## src/rtl/pulse_train_gen_pkg.sv

```systemverilog
// Shared types for the key-press pulse train generator.
// Holds the FSM state encoding and key line level constants.
package pulse_gen_pkg;

    typedef enum logic [2:0] {
        IDLE    = 3'd0,
        B_PRESS = 3'd1,
        PRESS   = 3'd2,
        B_REL   = 3'd3,
        GAP     = 3'd4,
        FIN     = 3'd5
    } state_e;

    localparam logic KEY_PRESSED  = 1'b1;
    localparam logic KEY_RELEASED = 1'b0;

endpackage

```

## src/rtl/pulse_train_gen_if.sv

```systemverilog
// Request/status bundle between a train requester and the generator.
// The generator side uses the slave modport.
interface pulse_train_gen_if #(
    parameter int CNT_W = 8
);
    logic             start;
    logic [CNT_W-1:0] count;
    logic             bounce_en;
    logic             key_out;
    logic             busy;
    logic             done;
    logic [CNT_W-1:0] sent;

    modport master (
        output start, count, bounce_en,
        input  key_out, busy, done, sent
    );

    modport slave (
        input  start, count, bounce_en,
        output key_out, busy, done, sent
    );
endinterface

```

## src/rtl/pulse_train_gen_cyc_timer.sv

```systemverilog
// Reloadable down-counter timing each press, gap and bounce phase.
// expire is high while the count sits at zero.
module cyc_timer #(
    parameter int TIMER_W = 20
) (
    input  logic               clk,
    input  logic               rst,
    input  logic               load,
    input  logic [TIMER_W-1:0] load_val,
    output logic               expire
);

    logic [TIMER_W-1:0] cnt_q;
    logic [TIMER_W-1:0] cnt_d;

    always_comb begin
        cnt_d = cnt_q;
        if (load) begin
            cnt_d = load_val;
        end else if (cnt_q != '0) begin
            cnt_d = cnt_q - 1'b1;
        end
    end

    always_ff @(posedge clk or posedge rst) begin
        if (rst) begin
            cnt_q <= '0;
        end else begin
            cnt_q <= cnt_d;
        end
    end

    assign expire = (cnt_q == '0);

endmodule

```

## src/rtl/pulse_train_gen.sv

```systemverilog
// Emits a programmable train of key presses with optional contact bounce.
// All outputs are registered so key_out never glitches combinationally.
module pulse_train_gen
    import pulse_gen_pkg::*;
#(
    parameter int CNT_W      = 8,
    parameter int TIMER_W    = 20,
    parameter int HIGH_CYC   = 240000,
    parameter int LOW_CYC    = 240000,
    parameter int BOUNCE_N   = 3,
    parameter int BOUNCE_CYC = 1200
) (
    input  logic             clk,
    input  logic             rst,
    pulse_train_gen_if.slave bus
);

    localparam int TOG_W = $clog2(2 * BOUNCE_N + 1);

    localparam logic [TIMER_W-1:0] HIGH_LD = TIMER_W'(HIGH_CYC - 1);
    localparam logic [TIMER_W-1:0] LOW_LD  = TIMER_W'(LOW_CYC - 1);
    localparam logic [TIMER_W-1:0] BNC_LD  = TIMER_W'(BOUNCE_CYC - 1);
    localparam logic [TOG_W-1:0]   TOG_END = TOG_W'(2 * BOUNCE_N - 1);

    state_e           state_q, state_d;
    logic             key_q, key_d;
    logic             busy_q, busy_d;
    logic             done_q, done_d;
    logic [CNT_W-1:0] sent_q, sent_d;
    logic [CNT_W-1:0] count_q, count_d;
    logic             bounce_q, bounce_d;
    logic [TOG_W-1:0] tog_q, tog_d;

    logic               tmr_load;
    logic [TIMER_W-1:0] tmr_val;
    logic               tmr_exp;

    cyc_timer #(
        .TIMER_W (TIMER_W)
    ) u_timer (
        .clk      (clk),
        .rst      (rst),
        .load     (tmr_load),
        .load_val (tmr_val),
        .expire   (tmr_exp)
    );

    always_comb begin
        state_d  = state_q;
        key_d    = key_q;
        busy_d   = busy_q;
        done_d   = 1'b0;
        sent_d   = sent_q;
        count_d  = count_q;
        bounce_d = bounce_q;
        tog_d    = tog_q;
        tmr_load = 1'b0;
        tmr_val  = '0;

        unique case (state_q)
            IDLE: begin
                key_d  = KEY_RELEASED;
                busy_d = 1'b0;
                if (bus.start) begin
                    count_d  = bus.count;
                    bounce_d = bus.bounce_en;
                    sent_d   = '0;
                    tog_d    = '0;
                    if (bus.count == '0) begin
                        state_d = FIN;
                        done_d  = 1'b1;
                    end else begin
                        busy_d   = 1'b1;
                        key_d    = KEY_PRESSED;
                        tmr_load = 1'b1;
                        if (bus.bounce_en) begin
                            state_d = B_PRESS;
                            tmr_val = BNC_LD;
                        end else begin
                            state_d = PRESS;
                            tmr_val = HIGH_LD;
                        end
                    end
                end
            end
            B_PRESS: begin
                if (tmr_exp) begin
                    tmr_load = 1'b1;
                    // last toggle lands the line on the stable press level
                    if (tog_q == TOG_END) begin
                        state_d = PRESS;
                        key_d   = KEY_PRESSED;
                        tog_d   = '0;
                        tmr_val = HIGH_LD;
                    end else begin
                        key_d   = ~key_q;
                        tog_d   = tog_q + 1'b1;
                        tmr_val = BNC_LD;
                    end
                end
            end
            PRESS: begin
                if (tmr_exp) begin
                    sent_d   = sent_q + 1'b1;
                    key_d    = KEY_RELEASED;
                    tog_d    = '0;
                    tmr_load = 1'b1;
                    if (bounce_q) begin
                        state_d = B_REL;
                        tmr_val = BNC_LD;
                    end else begin
                        state_d = GAP;
                        tmr_val = LOW_LD;
                    end
                end
            end
            B_REL: begin
                if (tmr_exp) begin
                    tmr_load = 1'b1;
                    if (tog_q == TOG_END) begin
                        state_d = GAP;
                        key_d   = KEY_RELEASED;
                        tog_d   = '0;
                        tmr_val = LOW_LD;
                    end else begin
                        key_d   = ~key_q;
                        tog_d   = tog_q + 1'b1;
                        tmr_val = BNC_LD;
                    end
                end
            end
            GAP: begin
                if (tmr_exp) begin
                    if (sent_q == count_q) begin
                        state_d = FIN;
                        busy_d  = 1'b0;
                        done_d  = 1'b1;
                    end else begin
                        key_d    = KEY_PRESSED;
                        tmr_load = 1'b1;
                        if (bounce_q) begin
                            state_d = B_PRESS;
                            tmr_val = BNC_LD;
                        end else begin
                            state_d = PRESS;
                            tmr_val = HIGH_LD;
                        end
                    end
                end
            end
            FIN: begin
                state_d = IDLE;
                busy_d  = 1'b0;
                key_d   = KEY_RELEASED;
            end
            default: begin
                state_d = IDLE;
                key_d   = KEY_RELEASED;
                busy_d  = 1'b0;
            end
        endcase
    end

    always_ff @(posedge clk or posedge rst) begin
        if (rst) begin
            state_q  <= IDLE;
            key_q    <= KEY_RELEASED;
            busy_q   <= 1'b0;
            done_q   <= 1'b0;
            sent_q   <= '0;
            count_q  <= '0;
            bounce_q <= 1'b0;
            tog_q    <= '0;
        end else begin
            state_q  <= state_d;
            key_q    <= key_d;
            busy_q   <= busy_d;
            done_q   <= done_d;
            sent_q   <= sent_d;
            count_q  <= count_d;
            bounce_q <= bounce_d;
            tog_q    <= tog_d;
        end
    end

    assign bus.key_out = key_q;
    assign bus.busy    = busy_q;
    assign bus.done    = done_q;
    assign bus.sent    = sent_q;

endmodule

```

## src/flat_wrapper.sv

```systemverilog
// flat-port wrapper written by rule: the top's interface ports become plain ports
module pulse_train_gen_flat import pulse_gen_pkg::*;
#(
    parameter int CNT_W      = 8,
    parameter int TIMER_W    = 20,
    parameter int HIGH_CYC   = 240000,
    parameter int LOW_CYC    = 240000,
    parameter int BOUNCE_N   = 3,
    parameter int BOUNCE_CYC = 1200
)
  (clk, rst, bus_start, bus_count, bus_bounce_en, bus_key_out, bus_busy, bus_done, bus_sent);
  pulse_train_gen_if #(.CNT_W(CNT_W)) bus_i ();
  input  logic clk;
  input  logic rst;
  input wire logic [$bits(bus_i.start)-1:0] bus_start;
  input wire logic [$bits(bus_i.count)-1:0] bus_count;
  input wire logic [$bits(bus_i.bounce_en)-1:0] bus_bounce_en;
  output wire logic [$bits(bus_i.key_out)-1:0] bus_key_out;
  output wire logic [$bits(bus_i.busy)-1:0] bus_busy;
  output wire logic [$bits(bus_i.done)-1:0] bus_done;
  output wire logic [$bits(bus_i.sent)-1:0] bus_sent;
  assign bus_i.start = bus_start;
  assign bus_i.count = bus_count;
  assign bus_i.bounce_en = bus_bounce_en;
  assign bus_key_out = bus_i.key_out;
  assign bus_busy = bus_i.busy;
  assign bus_done = bus_i.done;
  assign bus_sent = bus_i.sent;
  pulse_train_gen #(.CNT_W(CNT_W), .TIMER_W(TIMER_W), .HIGH_CYC(HIGH_CYC), .LOW_CYC(LOW_CYC), .BOUNCE_N(BOUNCE_N), .BOUNCE_CYC(BOUNCE_CYC)) u_core (.clk(clk), .rst(rst), .bus(bus_i));
endmodule
```

## config.mk

```make
export PLATFORM = sky130hd
export DESIGN_NAME = pulse_train_gen_flat
export DESIGN_NICKNAME = d
export VERILOG_FILES = /design/src/rtl/pulse_train_gen_pkg.sv /design/src/rtl/pulse_train_gen_if.sv /design/src/rtl/pulse_train_gen_cyc_timer.sv /design/src/rtl/pulse_train_gen.sv /design/src/flat_wrapper.sv
export SDC_FILE = /design/constraint.sdc
export NUM_CORES = 1
export LEC_CHECK = 0
export ABC_AREA = 1
export CORE_MARGIN = 2
export CORE_UTILIZATION = 45
export DETAILED_ROUTE_END_ITERATION = 12
export PLACE_DENSITY_LB_ADDON = 0.1
export SLEW_MARGIN = 20
export SYNTH_ARGS = -nofsm -noshare
export SYNTH_HDL_FRONTEND = slang
export SYNTH_HIERARCHICAL = 1
export SYNTH_SLANG_ARGS = --single-unit
```

## constraint.sdc

```tcl
create_clock -name clk -period 3.15 [get_ports clk]
set_input_delay 0.63 -clock clk [delete_from_list [all_inputs] [get_ports clk]]
set_output_delay 0.63 -clock clk [all_outputs]
set_load 0.005 [all_outputs]
```

# Yosys cells after proc, flatten, opt, wreduce, memory -nomap -nowiden
# Index checks and enable logic that the tools add are counted.
dict set report classes {
  n_bitwise 2
  n_eq_ne 16
  n_reduce_logical 15
  muxes 55
  n_addsub 3
}
# op count
set op_table {}
lappend op_table {{20-bit 2-to-1 mux} 7}
lappend op_table {{20-bit one-hot mux with 4 select lines} 1}
lappend op_table {{18-bit 2-to-1 mux} 4}
lappend op_table {{3-bit 2-to-1 mux} 14}
lappend op_table {{20-bit zero test} 1}
lappend op_table {{20-bit nonzero test} 1}
lappend op_table {{20-bit by 1-bit subtractor with 20-bit output (second input constant)} 1}
lappend op_table {{1-bit 2-to-1 mux} 18}
lappend op_table {{8-bit 2-to-1 mux} 2}
lappend op_table {{2-bit by 1-bit inequality test with 1-bit output (second input constant)} 8}
lappend op_table {{8-bit one-hot mux with 2 select lines} 1}
lappend op_table {{3-bit one-hot mux with 5 select lines} 1}
lappend op_table {{3-bit one-hot mux with 3 select lines} 1}
lappend op_table {{8-bit by 1-bit adder with 8-bit output (second input constant)} 1}
lappend op_table {{8-bit equality test} 1}
lappend op_table {{8-bit zero test} 1}
lappend op_table {{7-bit AND reduction} 1}
lappend op_table {{3-bit by 2-bit equality test with 1-bit output (second input constant)} 2}
lappend op_table {{3-bit equality test (second input constant)} 2}
lappend op_table {{1-bit one-hot mux with 3 select lines} 2}
lappend op_table {{3-bit AND reduction} 2}
lappend op_table {{1-bit one-hot mux with 5 select lines} 1}
lappend op_table {{5-bit AND reduction} 1}
lappend op_table {{2-bit 2-to-1 mux} 2}
lappend op_table {{12 further kinds} 15}
dict set report totals {
  wordCells 100
  inputBits 12
  out_inout_bits 11
  register_bits 46
}

# Logic depth before layout (Yosys ltp)
dict set report logic_depth {
  depth_word 5
  ltp_mapped 13
  mapped_depth_nobuf 13
}

# Hierarchy
# The synthesis kept the hierarchy.
# module cells_each seq_area_each_um2 n_inst area_per_inst_um2
set by_module_without_submodules {}
lappend by_module_without_submodules {pulse_train_gen 212 650.6 1 1505.2}
lappend by_module_without_submodules {cyc_timer 183 500.5 1 1388.8}

# Worst setup path before layout
# No wires, ideal clock.
dict set report synth_timing {
  path_kind {register -> register}
  from {register u_core.u_timer.cnt_q[10]}
  to {register u_core.u_timer.cnt_q[1]}
  setup_slack_ps 750
  arrival_ps 2279
  setup_ps 121
  synth_period_minus_slack_ps 2400
  required_time_ps 3029
  path_stages_with_launch 12
  path_buffers 1
  cell_sequence {dfrtp_1 nor2_4 nand2_4 nor2_8 nand3_1 nor4_1 nand3_1 nand3_1 clkbuf_1 o21ai_0 nand2_1 o21ai_1}
}
dict set report synth_between {
  elab_chain_len 4
  word_cells_on_any_way 11
  cone_classes {8 x mux; 3 x reduce/logical}
}
# element line
set synth_rtl {}
lappend synth_rtl {{start: declaration} pulse_train_gen_cyc_timer.sv:13} ;# logic [TIMER_W-1:0] cnt_q;
lappend synth_rtl {{start signal: assignment} pulse_train_gen_cyc_timer.sv:29} ;# cnt_q <= cnt_d;
lappend synth_rtl {{20-bit zero test *} pulse_train_gen_cyc_timer.sv:33} ;# assign expire = (cnt_q == '0);
lappend synth_rtl {{named net u_core.tmr_exp} pulse_train_gen.sv:36} ;# logic tmr_exp;
lappend synth_rtl {{1-bit 2-to-1 mux, on equally long branches} -}
lappend synth_rtl {{1-bit one-hot mux with 3 select lines *} pulse_train_gen.sv:60} ;# unique case (state_q)
lappend synth_rtl {{named net u_core.tmr_load} pulse_train_gen.sv:34} ;# logic tmr_load;
lappend synth_rtl {{20-bit 2-to-1 mux or 2-bit nonzero test (tied branches)} -}
# Mark *: on every way through the listed nets, which the timed path passes. The rest lies on a longest branch.
# A chain may end at the register's enable or synchronous reset.

# Worst setup path after layout
dict set report layout_timing {
  from {register u_core.u_timer.cnt_q[8]}
  to {register u_core.u_timer.cnt_q[12]}
}
# Same word-level chain as after synthesis.

==> impl_metrics.toml <==
[global_route]
overflow = 0
grt_util_all_layers_pct = 19.8
antenna_found_initial = 0
grt_pass1_vias = 2486
grt_pass1_wl_mm = 11.4
grt_max_degree = 27

[power]
worst_ir_drop_vdd_mv = 0.173
p_leak_nw = 1.56
p_per_area_nw_per_um2 = 305
power.total_mw = 1.02

[yosys]
synth-compound-area-share_pct = 8.43
synth_cells = 395
synth-async-reset-ratio_pct = 100
syn-mean-instance-area_um2 = 7.33
synth_xor_area_share_pct = 4.54
synth_area_um2 = 2890
yosysUniqueCellTypes = 37
synth_edf_count = 0
synth-simple-area-share_pct = 39.6
synthFlopType = "dfrtp_1"
synthMuxAreaShare_pct = 0
synth_seq_cells = 46
synth_top_family_by_area = "simple AND/OR/NAND/NOR gates"
ys_seq_area_share_pct = 39.8
yosysWarnings = 6
synth_adder_area_share_pct = 1.30

[worst_setup_path]
cp-start-kind = "register"
critPathRequiredTime_ns = 3.35
end_kind = "register"
path_max_fanout = 10
crit_type = "register to register"
arrival_ns = 2.70

[placed_design]
io_buffers = 22
place_ws_ns = 0.517
placed_area_um2 = 3240
gp_congestion = 0.867
place_hpwl_mm = 4.92

[route]
firstDrtPassIters = 4
vias = 2534
wirelength_mm = 6.47
dr.first_iter.drc_count = 102
drc_errors = 0
ant_nets = 0
avgViaCountPerCell = 5.00
wl_per_cell_um = 12.8

[cts]
clkTransAtPathRegs_ns = 0.09
insertion_delay_ns = 0.30
cts_setup_buffers = 0
cts.repair.resized = 0
clock_sinks = 46
clockBufferDepth = 2
numCtsBuffers = 5
cts_tree = "yes"
cts_hold_buffers = 0
cts-root-buf = "clkbuf_8"
cts_htree_levels = 2

[min_path]
hp-class = "register to register"

[floorplanning]
die_h_um = 84.2
dieArea_um2 = 7090
initial_core_util_pct = 46.1
fp.dieW_um = 84.2
ios = 23
core_um2 = 6280
rows = 29

[final_layout]
final_area_um2 = 3330
fin_nets = 444
antenna_cells = 0
syn_to_final_growth_pct = 15.2
drive_gt1_share_pct = 13.0

[timing]
setup_viol = 0
post-route-min-period_ns = 2.50
fmax_mhz = 400
fin_crit_sh_pct = 79.3
final_hold_viol_count = 0
grt_setup_unrepaired = "false"
slew_headroom_pct = 47.3
fin_ws_ns = 0.652
hold_ws_ns = 0.507
final_max_slew_viol_count = 0
finalSetupTns_ns = 0
tightest_slew_ns = 0.790
clock_skew_ns = 0.00579

[outcome]
status = "finished, final reports clean"

[run]
maxCapViolCount = 0
==> layer usage <==
metal / share of wire (%) / vias to the layer above / routed length (um) / track usage (%)
met2: 50 / 35 / 3220 / 35.0
met4: 0.74 / 0 / 48 / 5.28
met3: 2.7 / 4 / 177 / 3.34
li1: - / 1323 / - / -
met1: 47 / 1172 / 3020 / 25.1
met5: 0 / - / 0 / 0
==> cell usage after synthesis (2+ instances only) <==
library cell | count | area, um^2
nor2_2 | 11 | 68.8
o21ai_0 | 15 | 75.1
dfrtp_1 | 46 | 1150
ha_1 | 3 | 37.5
o21ai_1 | 11 | 55.1
xnor2_1 | 7 | 61.3
o21ai_2 | 3 | 26.3
nor3_1 | 2 | 10.0
nor2_4 | 7 | 78.8
nor2_1 | 32 | 120
nand4_1 | 7 | 43.8
a21oi_1 | 7 | 35.0
inv_2 | 4 | 15.0
nand2_1 | 134 | 503
nand3b_1 | 2 | 15.0
inv_1 | 37 | 139
nand2_2 | 7 | 43.8
nand3_1 | 26 | 130
nand2_4 | 2 | 22.5
nand3_2 | 7 | 70.1
xor2_1 | 8 | 70.1
clkbuf_1 | 2 | 7.51
==> through the flow <==
step,util (%),instances
after floorplan,-,399
after global placement,51.7,499
after detailed placement,51.7,499
after CTS,53.1,507
after global routing,53.1,507
final,53.1,507
==> worst max-delay path, stage by stage, from the launching register on <==
cell     delay, ns
dfrtp_1       0.45
nor2_4        0.20
nand2_2       0.11
nor2_8        0.13
nand3_1       0.08
nor4_1        0.25
buf_4         0.21
nand3_1       0.11
nand3_1       0.31
inv_1         0.15
nand2_4       0.16
inv_4         0.10
nand2_1       0.09
nand2_1       0.04
==> sequential cells by signal, indices dropped and copies added, names as in the netlist <==
| signal | count |
|---|---|
| u_core/tog_q | 3 |
| u_core/bus.sent | 8 |
| u_core/count_q | 8 |
| u_core/bus.busy | 1 |
| u_core/bounce_q | 1 |
| u_core/bus.key_out | 1 |
| u_core/u_timer/cnt_q | 20 |
| u_core/state_q | 3 |
| u_core/bus.done | 1 |
==> placed cells by master (no fill, tap or decap), types with 5 or more instances in the layout <==
cell type | Yosys | layout
nand2_1 | 134 | 134
dfrtp_1 | 46 | 46
inv_1 | 37 | 37
nor2_1 | 32 | 32
nand3_1 | 26 | 26
clkdlybuf4s50_1 | 0 | 22
o21ai_0 | 15 | 15
nor2_2 | 11 | 11
o21ai_1 | 11 | 11
xor2_1 | 8 | 8
nand2_2 | 7 | 7
a21oi_1 | 7 | 7
xnor2_1 | 7 | 7
nand4_1 | 7 | 7
nor2_4 | 7 | 7
nand3_2 | 7 | 7
clkbuf_8 | 0 | 6
buf_4 | 1 | 5
conb_1 | 1 | 5
==> worst paths after layout <==
path	start	to	slack [ns]	cells after the start
min in group asynchronous	rst	u_core/bus.done$_DFF_PP0_	0.70	3
setup / recovery	u_core/u_timer/cnt_q[8]$_DFFE_PP0P_	u_core/u_timer/cnt_q[12]$_DFFE_PP0P_	0.65	13
hold / removal	u_core/count_q[6]$_DFFE_PP0P_	u_core/count_q[6]$_DFFE_PP0P_	0.51	2
setup reg to reg	u_core/u_timer/cnt_q[8]$_DFFE_PP0P_	u_core/u_timer/cnt_q[12]$_DFFE_PP0P_	0.65	13
hold reg to reg	u_core/count_q[6]$_DFFE_PP0P_	u_core/count_q[6]$_DFFE_PP0P_	0.51	2
max in group asynchronous	rst	u_core/u_timer/cnt_q[11]$_DFFE_PP0P_	1.87	2
==> report_power, final <==
part | total [mW] | internal [mW] | switching [mW]
combinational | 0.0392 | 0.0171 | 0.0222
sequential | 0.597 | 0.593 | 0.00343
clock | 0.381 | 0.178 | 0.204
==> layout make-up <==
type                            count  area (um^2)
Clock buffer                        7         86.3
Clock inverter                      1         5.00
Fill cell                         605         2940
Inverter                           42          160
Multi-Input combinational cell    307         1580
Sequential cell                    46         1150
Tap cell                           77         96.3
Timing Repair Buffer               27          258
==> kinds of logic after synthesis <==
family | count (synthesis)
simple gates | 241
other cells | 1
compound gates | 43
buf+inv | 46
xor+xnor | 15
flops | 46
fa+ha+maj | 3
Power figures use the tool's default switching activity.
